<file path="config.mk">
export PLATFORM = sky130hd
export DESIGN_NAME = i2c_reg_arbiter
export DESIGN_NICKNAME = d
export VERILOG_FILES = /design/src/rtl/i2c_reg_pkg.sv /design/src/rtl/i2c_reg_rd_pipe.sv /design/src/rtl/i2c_reg_arbiter.sv
export SDC_FILE = /design/constraint.sdc
export NUM_CORES = 1
export LEC_CHECK = 0
export BUFFER_PORTS_ARGS = -buffer_cell sky130_fd_sc_hd__buf_4
export CORE_MARGIN = 5
export CORE_UTILIZATION = 45
export CTS_CLUSTER_DIAMETER = 60
export DETAILED_ROUTE_END_ITERATION = 16
export PLACE_DENSITY = 0.76
export RECOVER_POWER = 100
export SYNTH_ARGS = -nofsm -noshare
export SYNTH_HDL_FRONTEND = slang
export SYNTH_HIERARCHICAL = 1
export SYNTH_SLANG_ARGS = --single-unit
</file>
<file path="constraint.sdc">
create_clock -name clk -period 1.74 [get_ports clk]
set_clock_uncertainty 0.1 [all_clocks]
set_input_delay 0.087 -clock clk [delete_from_list [all_inputs] [get_ports clk]]
set_output_delay 0.087 -clock clk [all_outputs]
set_load 0.02 [all_outputs]
</file>
<file path="src/rtl/i2c_reg_pkg.sv">
// Shared types for the I2C register-bank arbiter: access op, read-data owner,
// arbiter decision states and the single-entry pending I2C slot.
package i2c_reg_pkg;

    // Default bank geometry; the pending-slot fields are sized from these.
    localparam int REG_ADDR_W = 8;
    localparam int REG_DATA_W = 8;

    typedef enum logic {
        OP_RD = 1'b0,
        OP_WR = 1'b1
    } op_e;

    typedef enum logic {
        OWN_I2C = 1'b0,
        OWN_LOC = 1'b1
    } owner_e;

    typedef enum logic [1:0] {
        ARB_IDLE    = 2'd0,
        ARB_GNT_I2C = 2'd1,
        ARB_GNT_LOC = 2'd2
    } arb_state_e;

    typedef struct packed {
        logic                  valid;
        op_e                   op;
        logic [REG_ADDR_W-1:0] addr;
        logic [REG_DATA_W-1:0] wdata;
    } slot_t;

    // The requester that gets priority after `o` has been granted.
    function automatic owner_e other_owner(input owner_e o);
        return (o == OWN_I2C) ? OWN_LOC : OWN_I2C;
    endfunction

endpackage

</file>
<file path="src/rtl/i2c_reg_rd_pipe.sv">
// Read-return pipeline. A read issued in decision cycle D carries an owner tag
// through two stages (D+1 alongside the RAM access, D+2 while RAM data is
// valid); the RAM data is then registered into the owner's rdata and the
// owner's rvalid pulses in D+3. The other owner's rdata is left untouched.
module i2c_reg_rd_pipe
    import i2c_reg_pkg::*;
#(
    parameter int DATA_W = REG_DATA_W
) (
    input  logic              clk,
    input  logic              reset,
    input  logic              issue_vld,
    input  owner_e            issue_owner,
    input  logic [DATA_W-1:0] mem_rdata,
    output logic [DATA_W-1:0] i2c_rdata,
    output logic              i2c_rvalid,
    output logic [DATA_W-1:0] loc_rdata,
    output logic              loc_rvalid
);

    logic   s_vld_q [2];
    logic   s_vld_d [2];
    owner_e s_own_q [2];
    owner_e s_own_d [2];

    logic [DATA_W-1:0] rdata_q  [2];
    logic [DATA_W-1:0] rdata_d  [2];
    logic              rvalid_q [2];
    logic              rvalid_d [2];

    // Tag shift: stage 0 follows the decision, stage 1 follows stage 0.
    always_comb begin
        s_vld_d[0] = issue_vld;
        s_own_d[0] = issue_owner;
        s_vld_d[1] = s_vld_q[0];
        s_own_d[1] = s_own_q[0];
    end

    // Tag registers; reset flushes any read still in flight.
    always_ff @(posedge clk) begin
        if (reset) begin
            s_vld_q[0] <= 1'b0;
            s_vld_q[1] <= 1'b0;
            s_own_q[0] <= OWN_I2C;
            s_own_q[1] <= OWN_I2C;
        end else begin
            s_vld_q[0] <= s_vld_d[0];
            s_vld_q[1] <= s_vld_d[1];
            s_own_q[0] <= s_own_d[0];
            s_own_q[1] <= s_own_d[1];
        end
    end

    genvar gi;
    generate
        for (gi = 0; gi < 2; gi++) begin : g_owner
            localparam owner_e OWN = owner_e'(gi);

            // Capture RAM data only when the tag at stage 1 names this owner.
            always_comb begin
                rvalid_d[gi] = s_vld_q[1] && (s_own_q[1] == OWN);
                rdata_d[gi]  = rvalid_d[gi] ? mem_rdata : rdata_q[gi];
            end

            // Per-owner return registers.
            always_ff @(posedge clk) begin
                if (reset) begin
                    rdata_q[gi]  <= '0;
                    rvalid_q[gi] <= 1'b0;
                end else begin
                    rdata_q[gi]  <= rdata_d[gi];
                    rvalid_q[gi] <= rvalid_d[gi];
                end
            end
        end
    endgenerate

    assign i2c_rdata  = rdata_q[0];
    assign i2c_rvalid = rvalid_q[0];
    assign loc_rdata  = rdata_q[1];
    assign loc_rvalid = rvalid_q[1];

endmodule

</file>
<file path="src/rtl/i2c_reg_arbiter.sv">
// Round-robin arbiter between the non-stallable I2C slave engine (buffered in
// a one-entry pending slot) and the local req/gnt port, driving a single-port
// register RAM through registered outputs.
module i2c_reg_arbiter
    import i2c_reg_pkg::*;
#(
    parameter int                ADDR_W  = REG_ADDR_W,
    parameter int                DATA_W  = REG_DATA_W,
    parameter logic [ADDR_W-1:0] RO_BASE = 8'h80
) (
    input  logic              clk,
    input  logic              reset,
    // I2C slave core side
    input  logic              i2c_wr_stb,
    input  logic              i2c_rd_stb,
    input  logic [ADDR_W-1:0] i2c_addr,
    input  logic [DATA_W-1:0] i2c_wdata,
    output logic [DATA_W-1:0] i2c_rdata,
    output logic              i2c_rvalid,
    output logic              i2c_overrun,
    output logic              i2c_proto_err,
    // Local fabric side
    input  logic              loc_req,
    input  logic              loc_we,
    input  logic [ADDR_W-1:0] loc_addr,
    input  logic [DATA_W-1:0] loc_wdata,
    output logic              loc_gnt,
    output logic [DATA_W-1:0] loc_rdata,
    output logic              loc_rvalid,
    // Register RAM side
    output logic              mem_en,
    output logic              mem_we,
    output logic [ADDR_W-1:0] mem_addr,
    output logic [DATA_W-1:0] mem_wdata,
    input  logic [DATA_W-1:0] mem_rdata
);

    slot_t      slot_q, slot_d;
    owner_e     rr_q, rr_d;          // requester that has priority on contention
    arb_state_e arb_state;

    logic overrun_q, overrun_d;
    logic proto_err_q, proto_err_d;

    logic              mem_en_q, mem_en_d;
    logic              mem_we_q, mem_we_d;
    logic [ADDR_W-1:0] mem_addr_q, mem_addr_d;
    logic [DATA_W-1:0] mem_wdata_q, mem_wdata_d;

    logic   rd_issue;
    owner_e rd_owner;
    logic   gnt_i2c;
    logic   strobe;
    logic   slot_ro;

    assign strobe  = i2c_wr_stb | i2c_rd_stb;
    assign slot_ro = (slot_q.addr >= RO_BASE);

    // Decision for this cycle: lone candidate wins, otherwise rr_q picks.
    always_comb begin
        arb_state = ARB_IDLE;
        if (slot_q.valid && loc_req) begin
            arb_state = (rr_q == OWN_I2C) ? ARB_GNT_I2C : ARB_GNT_LOC;
        end else if (slot_q.valid) begin
            arb_state = ARB_GNT_I2C;
        end else if (loc_req) begin
            arb_state = ARB_GNT_LOC;
        end
    end

    assign gnt_i2c = (arb_state == ARB_GNT_I2C);
    assign loc_gnt = (arb_state == ARB_GNT_LOC);

    // Priority flips to the other requester after every grant.
    always_comb begin
        rr_d = rr_q;
        if (arb_state == ARB_GNT_I2C) begin
            rr_d = other_owner(OWN_I2C);
        end else if (arb_state == ARB_GNT_LOC) begin
            rr_d = other_owner(OWN_LOC);
        end
    end

    // Pending slot: cleared when granted, overwritten by any new strobe; a
    // write wins over a simultaneous read. Sticky error flags accumulate here.
    always_comb begin
        slot_d      = slot_q;
        overrun_d   = overrun_q;
        proto_err_d = proto_err_q;
        if (gnt_i2c) begin
            slot_d.valid = 1'b0;
        end
        if (strobe) begin
            slot_d.valid = 1'b1;
            slot_d.op    = i2c_wr_stb ? OP_WR : OP_RD;
            slot_d.addr  = i2c_addr;
            slot_d.wdata = i2c_wdata;
            if (slot_q.valid && !gnt_i2c) begin
                overrun_d = 1'b1;
            end
            if (i2c_wr_stb && i2c_rd_stb) begin
                proto_err_d = 1'b1;
            end
            if (i2c_wr_stb && (i2c_addr >= RO_BASE)) begin
                proto_err_d = 1'b1;
            end
        end
    end

    // RAM command for D+1 and read tag for the return pipeline. An I2C write
    // into the read-only region becomes a harmless dummy read with no return.
    always_comb begin
        mem_en_d    = 1'b0;
        mem_we_d    = 1'b0;
        mem_addr_d  = mem_addr_q;
        mem_wdata_d = mem_wdata_q;
        rd_issue    = 1'b0;
        rd_owner    = OWN_I2C;
        case (arb_state)
            ARB_GNT_I2C: begin
                mem_en_d    = 1'b1;
                mem_we_d    = (slot_q.op == OP_WR) && !slot_ro;
                mem_addr_d  = slot_q.addr;
                mem_wdata_d = slot_q.wdata;
                rd_issue    = (slot_q.op == OP_RD);
                rd_owner    = OWN_I2C;
            end
            ARB_GNT_LOC: begin
                mem_en_d    = 1'b1;
                mem_we_d    = loc_we;
                mem_addr_d  = loc_addr;
                mem_wdata_d = loc_wdata;
                rd_issue    = !loc_we;
                rd_owner    = OWN_LOC;
            end
            default: begin
            end
        endcase
    end

    // State and RAM-port registers; reset drops the pending access.
    always_ff @(posedge clk) begin
        if (reset) begin
            slot_q      <= '0;
            rr_q        <= OWN_I2C;
            overrun_q   <= 1'b0;
            proto_err_q <= 1'b0;
            mem_en_q    <= 1'b0;
            mem_we_q    <= 1'b0;
            mem_addr_q  <= '0;
            mem_wdata_q <= '0;
        end else begin
            slot_q      <= slot_d;
            rr_q        <= rr_d;
            overrun_q   <= overrun_d;
            proto_err_q <= proto_err_d;
            mem_en_q    <= mem_en_d;
            mem_we_q    <= mem_we_d;
            mem_addr_q  <= mem_addr_d;
            mem_wdata_q <= mem_wdata_d;
        end
    end

    assign mem_en        = mem_en_q;
    assign mem_we        = mem_we_q;
    assign mem_addr      = mem_addr_q;
    assign mem_wdata     = mem_wdata_q;
    assign i2c_overrun   = overrun_q;
    assign i2c_proto_err = proto_err_q;

    i2c_reg_rd_pipe #(
        .DATA_W (DATA_W)
    ) u_rd_pipe (
        .clk         (clk),
        .reset       (reset),
        .issue_vld   (rd_issue),
        .issue_owner (rd_owner),
        .mem_rdata   (mem_rdata),
        .i2c_rdata   (i2c_rdata),
        .i2c_rvalid  (i2c_rvalid),
        .loc_rdata   (loc_rdata),
        .loc_rvalid  (loc_rvalid)
    );

endmodule
</file>
### Word level (Yosys, flattened, before mapping)

Memories as Yosys holds them, arrays and structs flattened.
Index checks and enable logic that the tools add are counted.

| operators by class | value |
|---|---|
| magnitude comparators | 2 |
| equality and inequality tests | 2 |
| multiplexer cells | 30 |
| bitwise operators | 11 |
| reduce and logical (&&, ||, !) cells | 16 |

Operators by type and width:

| kind | count |
|---|---|
| 8-bit 2-to-1 mux | 4 |
| 8-bit one-hot mux with 2 select lines | 2 |
| 18-bit 2-to-1 mux | 1 |
| 1-bit 2-to-1 mux | 17 |
| 8-bit greater-or-equal comparator (second input constant) | 2 |
| 1-bit OR | 9 |
| 2-bit 2-to-1 mux | 4 |
| 1-bit logical AND | 7 |
| 2-bit nonzero test | 3 |
| 1-bit one-hot mux with 2 select lines | 2 |
| 2-bit AND reduction | 2 |
| 1-bit zero test | 3 |
| 2-bit by 1-bit == test with 1-bit output (second input constant) | 1 |
| 2-bit == test (second input constant) | 1 |
| 1-bit NOT | 2 |
| 2-bit OR reduction | 1 |

| storage, ports and cells | value |
|---|---|
| register bits | 39 |
| memory bits (writable) | 22 |
| input bits | 46 |
| output and inout port bits | 39 |
| word-level logic and storage cells | 76 |
| memories kept | 4 |

Memories:

| name | depth | width | rd ports | clocked after Yosys merged registers in | wr ports | line | text |
|---|---|---|---|---|---|---|---|
| u_rd_pipe.rdata_q | 2 | 8 | 2 | 0 | 2 | i2c_reg_rd_pipe.sv:26 | `logic [DATA_W-1:0] rdata_q [2];` |
| u_rd_pipe.rvalid_q | 2 | 1 | 2 | 0 | 2 | i2c_reg_rd_pipe.sv:28 | `logic rvalid_q [2];` |
| u_rd_pipe.s_own_q | 2 | 1 | 2 | 0 | 2 | i2c_reg_rd_pipe.sv:23 | `owner_e s_own_q [2];` |
| u_rd_pipe.s_vld_q | 2 | 1 | 2 | 0 | 2 | i2c_reg_rd_pipe.sv:21 | `logic s_vld_q [2];` |

### Logic depth before layout (Yosys ltp)

Gate-level depths: netlist of the first run.

| logic depth | value |
|---|---|
| depth in word-level cells | 7 |
| mapped depth | 9 |

### Modules after synthesis

Netlist of the first run, hierarchy kept.

Modules (own cells, without submodules):

| module | times used | cells an instance | area each (sq um) |
|---|---|---|---|
| i2c_reg_arbiter | 1 | 174 | 1660.3 |
| i2c_reg_rd_pipe | 1 | 78 | 844.6 |

### Least setup slack after synthesis of the first run

No wires, ideal clock.

| path | value |
|---|---|
| kind | register to register |
| start point | register slot_q[17] in the netlist's numbering |
| end point | register mem_addr_q[0], in the netlist mem_addr[0] |
| library setup time | 0.128 ns |
| arrival time | 1.597 ns |
| data required time | 1.512 ns |
| setup slack | -0.084 ns |
| stages on the path, launching flop included | 10 |
| period minus slack after synthesis | 1.824 ns |
| path through | dfxtp_1 > inv_1 > a21oi_1 > inv_1 > ha_1 > buf_6 > buf_12 > mux2_4 > mux2i_1 > nor2_1 |

| between the ends | value |
|---|---|
| cells in the longest elaborated chain, start to end | 4 |

RTL lines:

| what | line | text |
|---|---|---|
| from (decl) | i2c_reg_arbiter.sv:38 | `slot_t slot_q, slot_d;` |
| from (signal assigned) | i2c_reg_arbiter.sv:153 | `slot_q <= slot_d;` |
| 2-bit 2-to-1 mux or 1-bit logical AND (tied branches) | i2c_reg_arbiter.sv:64, i2c_reg_arbiter.sv:62 |  |
| 2-bit 2-to-1 mux (*) | i2c_reg_arbiter.sv:62 | `if (slot_q.valid && loc_req) begin` |
| 2-bit == test (*) | n/a |  |
| named net loc_gnt | i2c_reg_arbiter.sv:27 | `output logic loc_gnt,` |
| 8-bit one-hot mux with 2 select lines or 2-bit nonzero test (tied branches) | n/a |  |
| to (signal assigned) | i2c_reg_arbiter.sv:159 | `mem_addr_q <= mem_addr_d;` |
| to (decl) | i2c_reg_arbiter.sv:47 | `logic [ADDR_W-1:0] mem_addr_q, mem_addr_d;` |

Mark *: on every way through the listed nets, which the timed path passes. The rest lies on a longest branch.
A chain may end at the register's enable or synchronous reset.

### Worst setup path after layout of the first run

| path | value |
|---|---|
| start point | register slot_q[17] in the netlist's numbering |
| end point | register mem_addr_q[0], in the netlist mem_addr[0] |

| between the ends | value |
|---|---|
| cells in the longest elaborated chain, start to end | 4 |

RTL lines:

| what | line | text |
|---|---|---|
| 2-bit 2-to-1 mux or 1-bit logical AND (tied branches) | i2c_reg_arbiter.sv:64, i2c_reg_arbiter.sv:62 |  |
| 2-bit 2-to-1 mux (*) | i2c_reg_arbiter.sv:62 |  |
| 2-bit == test or 2-bit by 1-bit == test with 1-bit output (tied branches) | i2c_reg_arbiter.sv:119 | `case (arb_state)` |
| 8-bit one-hot mux with 2 select lines or 2-bit nonzero test (tied branches) | n/a |  |

Every way passes the cells marked *; elsewhere a longest branch is shown, timed or not.

==> summary.md, run 1 <==
| Metric | Value |
|---|---|
| Status | finished clean |
| IO Port Bufs | 84 |
| Slew Viols, Final | 0 |
| Share of layout cells above drive strength 1 | 0.241 |
| Internal Dissipation | 2.30 mW |
| Min-Delay Endpoint | mem_wdata[3] |
| # IOs | 85 |
| Drt pass-1 iters | 4 |
| Final instance area | 3530 sq um |
| Slowest stage delay, CP | 0.34 ns |
| Routed vias/inst | 4.65 |
| Min-delay src | loc_wdata[3] |
| Part of the Yosys area used for sequential elements | 0.488 |
| Root Buffer | clkbuf_8 |
| Multi-input combinational cell area | 1180 sq um |
| Crit path time final | 1.69 ns |
| P_leak | 1.55 nW |
| Met1 Resource Use GR | 0.183 |
| Overflow after GRT | 0 |
| Pwr per Cell Area | 880 nW/um^2 |
| Row cnt | 27 |
| Count of final setup violators | 0 |
| Clk network pwr share | 0.327 |
| Register area | 1220 sq um |
| GR peak layer | met2 |
| Die height | 84.6 um |
| Worst setup path class | flop to flop |
| Asr flop ratio synth | 0 |
| Clock latency on the worst-skew pair | 0.32 ns |
| WHS Path Cells | 4 |
| CTS Buffer Depth | 2 |
| R2R Setup Slk | 0.05 ns |
| Routed WL | 5890 um |
| CTS buffer count | 9 |
| Post-DP HPWL | 3770 um |
| Total number of vias | 2,054 |
| H-tree Lvls | 3 |
| Layout Cells excl Fill | 442 |
| Core footprint | 5470 sq um |
| Routability congestion estimate from global placement | 0.721 |
| Post-synthesis register bit count | 61 |
| Critical path cell sequence | inv_2 > o21a_1 > ha_4 > clkbuf_8 > mux2_4 > mux2i_1 > nor2_1 |
| Antenna Cells | 0 |
| Net Sw Frac | 0.261 |
| Max_slew headroom | 0.624 |
| Post-Route Utilization | 0.645 |
| Clock slew at reported path FFs | 0.07 ns |
| Met2 usage | 0.302 |
| Residual DRC | 0 |
| WP data arrival | 1.77 ns |
| Inst Count DP | 395 |
| Top post-synthesis cells by area | dfxtp_1, mux2i_1, nand2b_1 |
| YS warnings | 6 |
| Syn nets | 300 |
| Post-synthesis cell type count | 27 |
| Initial Util | 0.458 |
| Worst-Margin Slew | 0.563 ns |
| Fillcell total | 478 |
| DRT iter0 DRCs | 38 |
| Initial antenna violation count | 0 |
| Share of the synthesized area in the top cell type | 0.488 |
| Chip width | 84.6 um |
| Pin count of the biggest net entering global routing | 61 |
| Met3 usage | 0.0550 |
| Commonest cells post-synth | dfxtp_1, mux2i_1, nand2_1 |
| Final antenna-violating net count | 0 |
| Top_reg_cell synth | dfxtp_1 |
| First-pass GRT wire length | 9680 um |
| Startpoint of the worst-slack reg-to-reg timing path | slot_q[17] |
| Vias in the first global route | 2,139 |
| Sink Count | 61 |
| Synth-to-layout area growth | 41.0% |
| Crit end category | flop |
| Die footprint | 7160 sq um |
| NetSw | 0.812 mW |
| GRT Total Usage | 0.168 |
| Reg2reg end | mem_addr[0] |
| Wire per inst | 13.3 um |
| Maximum clock frequency | 593 MHz |
| Final Hold Violating Endpoints | 0 |
| Max-Cap Viols | 0 |
| Syn Area/Cell | 9.94 sq um |
| Synth area leader | dfxtp_1 |
| Worst Hold Slack | 0.0240 ns |
| Seq pwr share | 0.485 |
| Most common cell in the netlist | dfxtp_1 |
| Slowest cell on crit path | dfxtp_2 |
| Hold Path Class | input pin to flop |
| CP required | 1.83 ns |
| Post-DP Area | 3170 sq um |
| Final Cycle Share | 0.969 |
| Critical path peak fanout | 10 |
| Final net count | 413 |
| Worst r2r path cells | 7 |
| Gate Count Post-Synth | 252 |
| CTS tree | yes |
| Startpoint types | flop |
| Post-synth EDFFs | 0 |
| Combinational share of power | 0.188 |
| Worst VDD drop | 0.625 mV |
| Mapped cell area | 2500 sq um |
==> per-layer routing <==
metal  part of all wire  wire, um
met4             0.0082        48
met2               0.50      2940
met5                  0         0
met1               0.42      2470
met3              0.072       424
==> critical path, delay by kind of cell (launching register included) <==
family          cells  cell delay (ns)
flops               1             0.34
buf+inv             2             0.22
simple gates        1             0.05
mux                 2             0.44
compound gates      1             0.22
fa+ha+maj           1             0.18
==> how the worst max path moves through the flow <==
| stage | slack, ns | cells after the start | to | startpoint |
|---|---|---|---|---|
| final | 0.05 | 7 | mem_addr[0] | slot_q[17] |
| after global routing | -0.005 | 6 | mem_wdata[1] | rr_q |
| after CTS | 0.02 | 7 | mem_wdata[5] | slot_q[17] |
| after detailed placement | 0.03 | 7 | mem_wdata[5] | slot_q[17] |
| after global placement | 0.12 | 6 | mem_wdata[1] | slot_q[17] |
| after floorplan | 0.02 | 9 | mem_addr[0] | slot_q[17] |
==> sequential cells by signal (all words and copies together), names as in the netlist <==
signal / flops
rr_q: 1
slot_q: 18
i2c_overrun: 1
mem_addr: 8
u_rd_pipe/s_vld_q: 2
mem_wdata: 8
i2c_proto_err: 1
u_rd_pipe/rdata_q: 16
mem_we: 1
u_rd_pipe/s_own_q: 2
u_rd_pipe/rvalid_q: 2
mem_en: 1
==> final cells by class <==
class	instances	share of cell area
Sequential cell	61	0.346
Multi-Input combinational cell	168	0.333
Timing Repair Buffer	119	0.244
Clock buffer	11	0.0372
Tap cell	72	0.0255
Clock inverter	5	0.00780
Inverter	6	0.00638
==> power by group through the flow <==
stage	clock, mW	combinational [mW]	sequential [mW]
floorplan	0	0.287	1.58
detailed placement	0	0.540	1.54
global placement	0	0.530	1.54
finish	1.02	0.584	1.51
global route	1.13	0.633	1.52
CTS	1.05	0.594	1.51
==> per-stage QoR <==
stage / TNS [ns] / power, mW / setup slack, ns
final: 0 / 3.11 / 0.0547
after CTS: 0 / 3.15 / 0.0250
after global routing: -0.00810 / 3.28 / -0.00548
after detailed placement: 0 / 2.08 / 0.0338
after global placement: 0 / 2.06 / 0.118
after floorplan: 0 / 1.87 / 0.0198
==> layout by cell type, fill, tap and decap left out, types with 8 or more instances in the layout <==
cell type / netlist / final
dfxtp_1: 61 / 60
dlygate4sd3_1: 0 / 28
nor2_1: 22 / 22
mux2i_1: 33 / 33
mux2_2: 8 / 8
nand2_1: 33 / 33
clkbuf_8: 0 / 10
buf_4: 4 / 48
clkbuf_1: 5 / 41
a21oi_1: 21 / 20
mux2_4: 8 / 8
nand2b_1: 27 / 27
==> timing repair <==
item,in CTS,in global routing
pin swaps,0,2
endpoints found under the setup margin,1,16
endpoints found under the hold margin,35,0
hold buffers,28,0
gates resized for setup,1,5
buffers inserted,0,3
==> logic make-up after synthesis <==
group                      count (synthesis)  share of synthesized area
and+or+nand+nor                           92                      0.175
adders and majority gates                  2                    0.00999
muxes                                     49                      0.216
AOI/OAI and AO/OA                         25                     0.0544
buffers and inverters                     23                     0.0574
DFF                                       61                      0.488
Power figures use the tool's default switching activity.
==> run 2: changes to the inputs <==
--- a/config.mk
+++ b/config.mk
@@ -6,7 +6,8 @@
 export NUM_CORES = 1
 export LEC_CHECK = 0
 export BUFFER_PORTS_ARGS = -buffer_cell sky130_fd_sc_hd__buf_4
-export CORE_MARGIN = 5
+export CORE_ASPECT_RATIO = 0.6
+export CORE_MARGIN = 8
 export CORE_UTILIZATION = 45
 export CTS_CLUSTER_DIAMETER = 60
 export DETAILED_ROUTE_END_ITERATION = 16
==> run 2 against run 1 <==
Net effect: clock power rose by 51%; fmax fell by 0.50%; sequential share of layout area fell by 1.4 points; hold slack got worse by 0.012 ns; first-iteration DRC count rose by 140%; sequential cell count did not move; sequential power barely moved; via count rose by 3.1%; register-to-register slack barely moved; routed wire length rose by 15%; utilization rose by 2.8 points; critical endpoint is now mem_wdata[0]; largest cell class unchanged; largest power group is now the clock network.
==> summary.md, run 2 (same netlist as run 1, synthesis figures left out) <==
| Metric | Value |
|---|---|
| Count of final setup violators | 0 (unchanged) |
| Max_slew headroom | 0.605 (-0.0198) |
| Wire per inst | 15.1 um (+13%) |
| Pwr per Cell Area | 994 nW/um^2 (+13%) |
| Worst Hold Slack | 0.0124 ns (-0.0115 ns) |
| Maximum clock frequency | 590 MHz (-0.50%) |
| Worst r2r path cells | 7 (unchanged) |
| Die footprint | 8290 sq um (+16%) |
| Biggest register | slot_q |
| Initial antenna violation count | 0 (unchanged) |
| Startpoint types | flop |
| Post-DP Area | 3160 sq um (-0.51%) |
| Pin count of the biggest net entering global routing | 62 (+1.6%) |
| Top Metal Used | met4 |
| CTS tree | yes |
| Internal Dissipation | 2.79 mW (+21%) |
| CTS buffer count | 9 (unchanged) |
| Min-delay src | loc_addr[0] |
| Combinational share of power | 0.166 (-0.022) |
| Die height | 73.8 um (-13%) |
| Largest regs | slot_q (18), u_rd_pipe/rdata_q (16) |
| Drt pass-1 iters | 4 (unchanged) |
| Final Hold Violating Endpoints | 0 (unchanged) |
| Chip width | 112 um (+33%) |
| DRT met1 WL | 2880 um (+16%) |
| Routed WL | 6760 um (+15%) |
| DR WL met2 | 3250 um (+11%) |
| Sink Count | 61 (unchanged) |
| Crit end category | flop |
| Status | finished clean |
| First-pass GRT wire length | 10,500 um (+8.6%) |
| Antenna Cells | 0 (unchanged) |
| DR WL met3 | 571 um (+35%) |
| Residual DRC | 0 (unchanged) |
| Reg2reg end | mem_wdata[0] |
| CTS Buffer Depth | 2 (unchanged) |
| WP data arrival | 1.80 ns (+0.03 ns) |
| # IOs | 85 (unchanged) |
| Initial Util | 0.458 (+0.000629) |
| Critical path peak fanout | 9 (-1) |
| Routed vias/inst | 4.72 (+1.5%) |
| Total number of vias | 2,118 (+3.1%) |
| Commonest non-fill, non-tap cell in the layout | dfxtp_1 |
| Final net count | 423 (+2.4%) |
| Post-DP HPWL | 4220 um (+12%) |
| H-tree Lvls | 3 (unchanged) |
| Max-Cap Viols | 0 (unchanged) |
| Routability congestion estimate from global placement | 0.695 (-3.6%) |
| Vias in the first global route | 2,192 (+2.5%) |
| Seq pwr share | 0.413 (-0.072) |
| Core footprint | 5470 sq um (-0.14%) |
| Hold Path Class | input pin to flop |
| Root Buffer | clkbuf_8 |
| Min-Delay Endpoint | mem_addr[0] |
| Net Sw Frac | 0.238 (-0.0233) |
| Clock latency on the worst-skew pair | 0.34 ns (+0.02 ns) |
| Final Cycle Share | 0.973 (+0.00483) |
| Slew Viols, Final | 0 (unchanged) |
| GRT Total Usage | 0.162 (-0.00621) |
| Max reg flops | 18 (unchanged) |
| Setup crit start | slot_q[17] |
| Final antenna-violating net count | 0 (unchanged) |
| R2R Setup Slk | 0.05 ns (about the same) |
| Worst VDD drop | 0.698 mV (+12%) |
| Worst setup path class | flop to flop |
| WHS Path Cells | 4 (unchanged) |
| IO Port Bufs | 84 (unchanged) |
| CP required | 1.84 ns (about the same) |
| Crit path time final | 1.69 ns (+0.00841 ns) |
| Total power | 3.66 mW (+18%) |
| Commonest cells after routing, fill and taps aside | dfxtp_1, buf_4, clkbuf_1, nand2_1 |
| Final instance area | 3680 sq um (+4.2%) |
| RSZ-0062 raised after global routing | true |
| Worst-Margin Slew | 0.593 ns (+0.0297 ns) |
| Synth-to-layout area growth | 46.9% |
| Clock slew at reported path FFs | 0.07 ns (about the same) |
| Overflow after GRT | 0 (unchanged) |
| Clk network pwr share | 0.422 (+0.095) |
| DRT iter0 DRCs | 91 (+140%) |
| Share of layout cells above drive strength 1 | 0.255 (+0.0147) |
| Row cnt | 21 (-22%) |
| Startpoint of the worst-slack reg-to-reg timing path | slot_q[17] |
| P_leak | 1.63 nW (+5.1%) |
| NetSw | 0.870 mW (+7.2%) |
-- run 2: how the worst max path moves through the flow --
| stage | end | slack (ns) |
|---|---|---|
| 6_report | mem_wdata[0] | 0.05 |
| 4_1_cts | mem_addr[6] | 0.02 |
| 2_1_floorplan | mem_addr[0] | 0.02 |
| 3_5_place_dp | mem_addr[6] | 0.03 |
| 5_1_grt | mem_wdata[1] | -0.02 |
| 3_3_place_gp | mem_wdata[1] | 0.11 |
-- run 2: what timing repair did --
item / 4_1_cts / 5_1_grt
resized for setup: 2 / 7
pin swaps: 0 / 1
setup endpoints to repair: 1 / 17
hold endpoints to repair: 39 / 0
hold buffers: 32 / 0
setup buffers: 0 / 9
-- run 2: power by group through the flow --
stage                     sequential [mW]  clock, mW  combinational (mW)
after floorplan                      1.58          0               0.287
after global placement               1.53          0               0.524
after detailed placement             1.54          0               0.533
after CTS                            1.51       1.57               0.596
after global routing                 1.52       1.64               0.653
final                                1.51       1.54               0.606
-- run 2: cell type report --
class                   count  area, sq um
clock buffers              12          145
clock inverters             4         95.1
fillers                   455         1790
inverters                   6         22.5
multi-input cells         168         1180
flip-flops and latches     61         1220
well taps                  69         86.3
repair buffers            129          922
-- run 2: routing by layer --
layer | up-vias | GRT usage
met5 | - | 0
met4 | 0 | 0.0356
met3 | 10 | 0.0919
met2 | 63 | 0.277
met1 | 978 | 0.171
li1 | 1067 | -
-- run 2: stage by stage --
step | util | TNS, ns | cells | setup slack (ns)
2_1_floorplan | - | 0 | 252 | 0.0198
3_3_place_gp | 0.577 | 0 | 392 | 0.108
3_5_place_dp | 0.577 | 0 | 392 | 0.0315
4_1_cts | 0.681 | 0 | 440 | 0.0226
5_1_grt | 0.673 | -0.0851 | 449 | -0.0184
6_report | 0.673 | 0 | 449 | 0.0463
-- run 2: critical path: stages, from the launching register on --
cell and delay, ns:
dfxtp_2 0.33, inv_2 0.04, o21a_1 0.22, ha_4 0.21, buf_4 0.14, mux2_4 0.29, mux2i_2 0.16, nor2_1 0.06
==> run 3: changes to the inputs <==
--- a/config.mk
+++ b/config.mk
@@ -8,10 +8,10 @@
 export BUFFER_PORTS_ARGS = -buffer_cell sky130_fd_sc_hd__buf_4
 export CORE_ASPECT_RATIO = 0.6
 export CORE_MARGIN = 8
-export CORE_UTILIZATION = 45
+export CORE_UTILIZATION = 53
 export CTS_CLUSTER_DIAMETER = 60
 export DETAILED_ROUTE_END_ITERATION = 16
-export PLACE_DENSITY = 0.76
+export PLACE_DENSITY = 0.84
 export RECOVER_POWER = 100
 export SYNTH_ARGS = -nofsm -noshare
 export SYNTH_HDL_FRONTEND = slang
==> constraint.sdc (replaced) <==
create_clock -name clk -period 2 [get_ports clk]
set_clock_uncertainty 0.1 [all_clocks]
set_input_delay 0.1 -clock clk [delete_from_list [all_inputs] [get_ports clk]]
set_output_delay 0.1 -clock clk [all_outputs]
set_load 0.02 [all_outputs]
==> run 3 against run 2 <==
Net effect: cell count is 3.3% lower; hold slack better by 0.018 ns; highest routed layer unchanged; utilization is 8.8 points higher; critical path depth is 1 lower; non-clock buffer count is 9 lower; sequential power is 13% lower.
==> summary.md, run 3 (same netlist as run 1, synthesis figures left out) <==
| Metric | Value |
|---|---|
| Status | finished clean |
| Worst VDD drop | 0.615 mV (-12%) |
| Commonest cells after routing, fill and taps aside | dfxtp_1, buf_4, clkbuf_1, mux2i_1, nand2_1 |
| Final antenna-violating net count | 0 (unchanged) |
| Worst-Margin Slew | 0.605 ns (+0.0118 ns) |
| GRT Total Usage | 0.193 (+0.0312) |
| Critical path peak fanout | 16 (+7) |
| Pwr per Cell Area | 820 nW/um^2 (-18%) |
| R2R Setup Slk | 0.15 ns (+0.10 ns) |
| Chip width | 105 um (-6.7%) |
| CP Capture Point | slot_q[14] |
| Die height | 69.3 um (-6.2%) |
| # IOs | 85 (unchanged) |
| Final Cycle Share | 0.960 |
| CP required | 2.11 ns (+0.27 ns) |
| CTS buffer count | 9 (unchanged) |
| Post-Route Utilization | 0.761 (+0.0882) |
| Post-DP HPWL | 4370 um (+3.6%) |
| Fillcell total | 329 (-28%) |
| Total power | 2.85 mW (-22%) |
| Max-Cap Viols | 0 (unchanged) |
| Sink Count | 61 (unchanged) |
| Drt pass-1 iters | 4 (unchanged) |
| Crit path time final | 1.92 ns |
| Synth-to-layout area growth | 38.7% |
| Vias in the first global route | 2,251 (+2.7%) |
| Setup crit start | i2c_rd_stb |
| Register area | 1220 sq um (-0.20%) |
| Maximum clock frequency | 521 MHz |
| H-tree Lvls | 3 (unchanged) |
| Clock latency on the worst-skew pair | 0.33 ns (about the same) |
| Wire per inst | 16.0 um (+6.0%) |
| Crit end category | flop |
| Biggest register | slot_q |
| Final net count | 414 (-2.1%) |
| P_leak | 1.55 nW (-5.0%) |
| Multi-input combinational cell area | 1120 sq um (-5.1%) |
| Worst r2r path cells | 8 (+1) |
| Max_slew headroom | 0.597 (-0.00785) |
| Inst Count DP | 386 (-1.5%) |
| Residual DRC | 0 (unchanged) |
| Commonest non-fill, non-tap cell in the layout | dfxtp_1 |
| Final setup TNS | 0 ns (unchanged) |
| Root Buffer | clkbuf_8 |
| Worst setup path class | input pin to flop |
| Die footprint | 7250 sq um (-12%) |
| Initial antenna violation count | 0 (unchanged) |
| Routed WL | 6920 um (+2.4%) |
| Row cnt | 19 (-9.5%) |
| First-pass GRT wire length | 11,300 um (+7.2%) |
| IO Port Bufs | 84 (unchanged) |
| Hold Path Class | input pin to flop |
| Final setup margin | 0.0792 ns (+0.0329 ns) |
| Routed vias/inst | 4.99 (+5.7%) |
| Post-DP Area | 3140 sq um (-0.63%) |
| Max reg flops | 18 (unchanged) |
| Initial Util | 0.549 (+0.0905) |
| Startpoint types | input pin |
| Layout Cells excl Fill | 434 (-3.3%) |
| Antenna Cells | 0 (unchanged) |
| Overflow after GRT | 0 (unchanged) |
| DRT iter0 DRCs | 87 (-4.4%) |
| Worst Hold Slack | 0.0308 ns (+0.0184 ns) |
| CTS Buffer Depth | 2 (unchanged) |
| Core footprint | 4560 sq um (-16%) |
| Startpoint of the worst-slack reg-to-reg timing path | slot_q[17] |
| Slew Viols, Final | 0 (unchanged) |
| Total number of vias | 2,164 (+2.2%) |
| Largest regs | slot_q (18), u_rd_pipe/rdata_q (16) |
| Count of final setup violators | 0 (unchanged) |
| Place WS | 0.128 ns (+0.0967 ns) |
| Final instance area | 3470 sq um (-5.5%) |
| CTS tree | yes |
| Clock slew at reported path FFs | 0.06 ns (about the same) |
| Routability congestion estimate from global placement | 0.745 (+7.2%) |
| Pin count of the biggest net entering global routing | 70 (+13%) |
| RSZ-0062 raised after global routing | false |
| Reg2reg end | mem_wdata[7] |
| Share of layout cells above drive strength 1 | 0.208 (-0.0477) |
| Final Hold Violating Endpoints | 0 (unchanged) |
| WP data arrival | 2.04 ns (+0.24 ns) |
run 3: changes by cell type in the layout (fill, tap and decap cells not counted), sizes merged:
cell	delta
bufinv	-2
clkbuf	+2
clkinv	+3
buf	-12
run 3: area by class of cell:
class | instances | share of cell area
sequential | 61 | 0.351
multi-input combinational | 168 | 0.323
timing repair buffer | 120 | 0.241
clock buffer | 11 | 0.0407
tap | 63 | 0.0227
clock inverter | 5 | 0.0144
inverter | 6 | 0.00648
run 3: worst min-delay path by stage:
stage	from	endpoint	cells past startpoint
detailed placement	i2c_wr_stb	slot_q[16]	3
CTS	loc_addr[7]	mem_addr[7]	4
floorplan	i2c_wr_stb	slot_q[16]	2
global placement	i2c_wr_stb	slot_q[16]	3
finish	loc_wdata[2]	mem_wdata[2]	4
global route	loc_addr[7]	mem_addr[7]	4
run 3: power by group:
| group | leakage (nW) | internal [mW] | total, mW | switching, mW |
|---|---|---|---|---|
| Combinational | 0.944 | 0.238 | 0.473 | 0.235 |
| Sequential | 0.499 | 1.28 | 1.31 | 0.0335 |
| Clock | 0.103 | 0.601 | 1.06 | 0.461 |
| Total | 1.55 | 2.12 | 2.85 | 0.730 |
run 3: metal layers:
| layer | track usage | routed length [um] | vias to the layer above |
|---|---|---|---|
| li1 | - | - | 1048 |
| met1 | 0.205 | 2870 | 1022 |
| met2 | 0.324 | 3390 | 77 |
| met3 | 0.0928 | 532 | 17 |
| met4 | 0.0723 | 127 | 0 |
| met5 | 0 | 0 | - |
run 3: critical path, cell delays in order:
cell           delay, ns
dlygate4sd3_1       0.54
clkbuf_1            0.15
or2_2               0.44
nand2_1             0.13
a21oi_1             0.07
dlygate4sd3_1       0.60
run 3: timing repair:
item                                   in CTS  in global routing
setup endpoints to repair                   0                  8
buffers inserted                            0                  0
hold buffers                               32                  0
resized for setup                           0                  2
endpoints found under the hold margin      36                  0
